## src/rtl/vliw_ctrl_pkg.sv

```systemverilog
// Shared types for the VLIW front-end control blocks: redirect FSM states,
// slot-count default and the fetch address type.
package vliw_ctrl_pkg;

    localparam int unsigned ADDR_W        = 32;
    localparam int unsigned NUM_SLOTS_DEF = 4;
    localparam int unsigned SQ_CNT_W      = 3;

    typedef logic [ADDR_W-1:0] addr_t;

    typedef enum logic [1:0] {
        ST_IDLE     = 2'd0,
        ST_REDIRECT = 2'd1,
        ST_SQUASH   = 2'd2
    } state_e;

    // Index width for an n-entry select; at least one bit.
    function automatic int unsigned idx_width(input int unsigned n);
        return (n > 1) ? $clog2(n) : 1;
    endfunction

endpackage

```

## src/rtl/prio_arbiter.sv

```systemverilog
// Fixed-priority arbiter: lowest request index wins (program order in a bundle).
// Produces a one-hot grant and the binary index of the winner.
module prio_arbiter
    import vliw_ctrl_pkg::*;
#(
    parameter int unsigned NUM_SLOTS = NUM_SLOTS_DEF,
    parameter int unsigned IDX_W     = idx_width(NUM_SLOTS)
) (
    input  logic [NUM_SLOTS-1:0] req_i,
    output logic [NUM_SLOTS-1:0] grant_c_o,
    output logic [IDX_W-1:0]     idx_c_o
);

    // Scan from the highest slot down so the lowest requester is assigned last.
    always_comb begin
        grant_c_o = '0;
        idx_c_o   = '0;
        for (int i = int'(NUM_SLOTS) - 1; i >= 0; i--) begin
            if (req_i[i]) begin
                grant_c_o    = '0;
                grant_c_o[i] = 1'b1;
                idx_c_o      = IDX_W'(i);
            end
        end
    end

endmodule

```

## src/rtl/branch_redirect_ctrl.sv

```systemverilog
// Branch redirect controller: picks the oldest taken branch in a bundle,
// pulses a one-cycle PC redirect, and holds squash for SQUASH_CYCLES cycles.
// Optional build macro BRANCH_REDIRECT_PERF_EN adds a 32-bit redirect counter.
module branch_redirect_ctrl
    import vliw_ctrl_pkg::*;
#(
    parameter int unsigned NUM_SLOTS     = NUM_SLOTS_DEF,
    parameter int unsigned SQUASH_CYCLES = 2
) (
    input  logic                              clk,
    input  logic                              rst,
    input  logic [NUM_SLOTS-1:0]              br_req,
    input  logic [NUM_SLOTS-1:0][ADDR_W-1:0]  br_target,
    input  logic                              hazard_stall,
    output logic                              branch_taken,
    output logic [ADDR_W-1:0]                 new_pc,
    output logic                              pc_stall,
    output logic                              squash,
    output logic                              busy
`ifdef BRANCH_REDIRECT_PERF_EN
   ,output logic [31:0]                       redirect_count
`endif
);

    localparam int unsigned IDX_W = idx_width(NUM_SLOTS);

    state_e                state_q;
    logic [SQ_CNT_W-1:0]   cnt_q;
    addr_t                 new_pc_q;
    logic                  branch_taken_q;
    logic                  pc_stall_q;
    logic                  squash_q;
    logic                  busy_q;

    logic [NUM_SLOTS-1:0]  arb_grant;
    logic [IDX_W-1:0]      arb_idx;
    logic                  req_any_c;
    addr_t                 tgt_d;

    prio_arbiter #(
        .NUM_SLOTS (NUM_SLOTS),
        .IDX_W     (IDX_W)
    ) u_arb (
        .req_i     (br_req),
        .grant_c_o (arb_grant),
        .idx_c_o   (arb_idx)
    );

    assign req_any_c = |arb_grant;
    assign tgt_d     = br_target[arb_idx];

    // Redirect FSM; every output is computed for the state being entered.
    always_ff @(posedge clk) begin
        if (!rst) begin
            state_q        <= ST_IDLE;
            cnt_q          <= '0;
            new_pc_q       <= '0;
            branch_taken_q <= 1'b0;
            pc_stall_q     <= 1'b0;
            squash_q       <= 1'b0;
            busy_q         <= 1'b0;
        end else begin
            branch_taken_q <= 1'b0;
            pc_stall_q     <= hazard_stall;
            squash_q       <= 1'b0;
            busy_q         <= 1'b0;
            unique case (state_q)
                ST_IDLE: begin
                    if (req_any_c) begin
                        state_q        <= ST_REDIRECT;
                        new_pc_q       <= tgt_d;
                        cnt_q          <= SQ_CNT_W'(SQUASH_CYCLES - 1);
                        branch_taken_q <= 1'b1;
                        pc_stall_q     <= 1'b0;
                        squash_q       <= 1'b1;
                        busy_q         <= 1'b1;
                    end
                end
                // cnt_q holds the squash cycles still owed after the current one.
                ST_REDIRECT, ST_SQUASH: begin
                    if (cnt_q == '0) begin
                        state_q <= ST_IDLE;
                    end else begin
                        state_q  <= ST_SQUASH;
                        cnt_q    <= cnt_q - SQ_CNT_W'(1);
                        squash_q <= 1'b1;
                        busy_q   <= 1'b1;
                    end
                end
                default: begin
                    state_q <= ST_IDLE;
                    cnt_q   <= '0;
                end
            endcase
        end
    end

    assign branch_taken = branch_taken_q;
    assign new_pc       = new_pc_q;
    assign pc_stall     = pc_stall_q;
    assign squash       = squash_q;
    assign busy         = busy_q;

`ifdef BRANCH_REDIRECT_PERF_EN
    logic [31:0] redirect_count_q;

    // Count redirects; bumps on acceptance so it is current in the REDIRECT cycle.
    always_ff @(posedge clk) begin
        if (!rst) begin
            redirect_count_q <= '0;
        end else if (state_q == ST_IDLE && req_any_c) begin
            redirect_count_q <= redirect_count_q + 32'd1;
        end
    end

    assign redirect_count = redirect_count_q;
`endif

endmodule

```

## config.mk

```make
export PLATFORM = sky130hd
export DESIGN_NAME = branch_redirect_ctrl
export DESIGN_NICKNAME = d
export VERILOG_FILES = /design/src/rtl/vliw_ctrl_pkg.sv /design/src/rtl/prio_arbiter.sv /design/src/rtl/branch_redirect_ctrl.sv
export SDC_FILE = /design/constraint.sdc
export NUM_CORES = 1
export LEC_CHECK = 0
export ABC_AREA = 1
export BUFFER_PORTS_ARGS = -buffer_cell sky130_fd_sc_hd__clkbuf_2
export CAP_MARGIN = 15
export CORE_MARGIN = 3
export CORE_UTILIZATION = 45
export DETAILED_ROUTE_END_ITERATION = 8
export PLACE_DENSITY_LB_ADDON = 0.25
export SYNTH_ARGS = -nofsm -noshare
export SYNTH_HDL_FRONTEND = slang
export SYNTH_SLANG_ARGS = --single-unit
```

## constraint.sdc

```tcl
create_clock -name clk -period 1.37 [get_ports clk]
set_input_delay 0.137 -clock clk [delete_from_list [all_inputs] [get_ports clk]]
set_output_delay 0.137 -clock clk [all_outputs]
set_load 0.005 [all_outputs]
```

==> run metrics <==
via count=3431; die height=86.9 um; nets=714; H-tree lvl count=2; CP max-delay cell=dfxtp_1; Clock Sinks=40; Total Die Area=between 7000 and 8000 sq um; crit path time final=approximately 1.2 ns; area of the multi-input gates=approximately 1800 sq um; Filler Cells Inserted=slightly below 600; antenna cells=0; placeable core area=around 6000 sq um; CP max FO=2; worst-margin pin slew=about 0.51 ns; layout cell share with drive strength beyond 1=0.412; total of max-cap violations=0; largest net degree at the start of global routing=45; crit path buf inv count=1; clock latency at the later pin of the worst-skew pair=between 0.2 and 0.3 ns; Rows=28; Area Overhead vs Synth=30.1%; Setup Skew=~0.0080 ns; DR vias/cell=around 5.3; hpwl dp=around 6500 um; final setup fails=0; final hold slack=slightly below 0.09 ns; critical path data required time=about 1.6 ns; number of global-route vias before repair=around 3.1k; Peak VDD IR=0.682 mV; fin cells=650; clock-pin slew on the worst setup and hold paths=0.08 ns; gpl congestion=a little over 0.8; Peak Freq=around 0.80 GHz; GRT Residual Overflow=0; status=finished clean; Ports=around 170; drt initial violations=around 150; worst hold path type=input port to register; first-pass GRT wire length=14200 um; Worst EP arrival=~1.5 ns; Total Negative Setup Slacks=0 ns; Final Max Slew Viols=0; crit path cell chain=inv_1 > ha_1 > ha_1 > o211ai_1 > nand2_1 > nor2_1; starting density of the core=0.480; Routed WL=8850 um; design area=approximately 3800 sq um; Slew headroom=0.661; TritonCTS clock tree=yes; Post-Syn Instances=about 420; Netlist cell types=26; Final Cycle Share=0.911; Reg area=about 800 sq um; total track usage=0.230; DR pass1 iterations=4; Pleak=roughly 2.1 nW; Antenna Nets Post-Route=0; Yosys reg bits=40; PortBufs=170; largest delay contributor family on the critical path=adder cells; startpoint types=register; root buffer cell=clkbuf_8; DP Cell Count=about 640; drt wl/cell=roughly 14 um; DRC Markers=0; Power Density=1120 nW/um^2; syn_area_per_cell=7.06 sq um; CTS buffer count=5; most frequent CP cell=ha_1; die width=86.9 um; crit end category=register; initial antenna violation count=0; Synth Cell Area=~2900 sq um; Largest stage delay, worst path=around 0.34 ns; clock tree buffer depth=2; synth warn=0; Post-Syn Nets=around 560; Fin. Hold Viols=0; DP Area=3670 sq um; critical path class=register to register; sequential cell area fraction in the yosys report=0.272
==> through the flow <==
| stage | total power, W | utilization | setup slack, ns |
|---|---|---|---|
| after floorplan | 0.00277 | - | 0.200 |
| after global placement | 0.00333 | 0.599 | 0.0586 |
| after detailed placement | 0.00338 | 0.599 | -0.0169 |
| after CTS | 0.00426 | 0.621 | 0.0316 |
| after global routing | 0.00464 | 0.625 | -0.000426 |
| final | 0.00429 | 0.625 | 0.122 |
==> flip-flops by register name (all words and copies together), names as in the netlist <==
name / flops
cnt_q: 3
branch_taken: 1
new_pc: 32
pc_stall: 1
busy: 1
state_q: 2
==> where the power goes <==
| part | leakage, nW | switching, W | total [W] | internal (W) |
|---|---|---|---|---|
| logic | 1.75 | 0.00105 | 0.00190 | 0.000845 |
| registers | 0.331 | 0.000156 | 0.00160 | 0.00145 |
| clock network | 0.0455 | 0.000382 | 0.000793 | 0.000411 |
| total | 2.13 | 0.00159 | 0.00429 | 0.00270 |
==> cells in the final DEF (no fill, tap or decap), types with 2 or more instances in the layout <==
cell type / count
inv_1: 11
buf_12: 3
clkbuf_8: 6
nand3_1: 162
clkbuf_1: 2
dfxtp_1: 40
buf_4: 13
ha_1: 4
o211ai_1: 2
nand2_2: 4
nand2_1: 103
a21oi_1: 5
nor2_1: 4
clkbuf_2: 170
o21ai_0: 2
nand3_2: 32
==> cell usage after synthesis <==
cell / number / share of area
nor2_2: 1 / 0.0021
clkbuf_4: 1 / 0.0026
nand3_1: 162 / 0.28
o21ai_0: 2 / 0.0034
o211ai_1: 2 / 0.0051
inv_2: 1 / 0.0013
nand2_1: 104 / 0.13
dfxtp_1: 40 / 0.27
a211oi_1: 1 / 0.0026
nand2_4: 1 / 0.0038
clkbuf_8: 4 / 0.019
and3_1: 1 / 0.0021
buf_6: 13 / 0.050
nand3_2: 33 / 0.11
buf_8: 3 / 0.015
inv_1: 11 / 0.014
nor2_1: 4 / 0.0051
inv_4: 1 / 0.0021
buf_4: 2 / 0.0051
buf_2: 14 / 0.024
a21oi_1: 5 / 0.0085
ha_1: 5 / 0.021
nor3_4: 1 / 0.0055
nor2_8: 1 / 0.0068
nand2_2: 3 / 0.0064
nand4_1: 1 / 0.0021
==> metal layers <==
layer | track usage | vias to the layer above | part of all wire
met5 | 0 | - | 0
met4 | 0.0439 | 0 | 0.0047
met3 | 0.0511 | 4 | 0.095
met2 | 0.407 | 129 | 0.50
met1 | 0.287 | 1560 | 0.40
li1 | - | 1738 | -
==> area by class of cell <==
cell class | instances | area share
flip-flops and latches | 40 | 0.209
multi-input cells | 328 | 0.466
clock buffers | 8 | 0.0235
repair buffers | 186 | 0.263
inverters | 13 | 0.0134
well taps | 75 | 0.0245
==> logic make-up after synthesis <==
| group | count (synthesis) | share of synthesized area |
|---|---|---|
| buf+inv | 50 | 0.133 |
| simple gates | 312 | 0.554 |
| fa+ha+maj | 5 | 0.0213 |
| flops | 40 | 0.272 |
| compound gates | 10 | 0.0196 |
==> what timing repair did <==
| action | in CTS | in global routing |
|---|---|---|
| setup buffers | 3 | 0 |
| hold buffers | 0 | 0 |
| pin swaps | 1 | 0 |
| cloned | 1 | 0 |
| setup endpoints to repair | 31 | 34 |
| gates resized for setup | 0 | 4 |
==> worst paths after layout <==
kind                           startpoint                 endpoint  slack (ns)  cells after the start
setup / recovery    cnt_q[0]$_SDFFE_PN0P_    cnt_q[2]$_SDFFE_PN0P_        0.12                      6
setup reg to reg    cnt_q[0]$_SDFFE_PN0P_    cnt_q[2]$_SDFFE_PN0P_        0.12                      6
hold / removal               hazard_stall      pc_stall$_SDFF_PN0_        0.09                      2
hold reg to reg   new_pc[30]$_SDFFE_PN0P_  new_pc[30]$_SDFFE_PN0P_        0.47                      2
(Power assumes the default switching activity.)
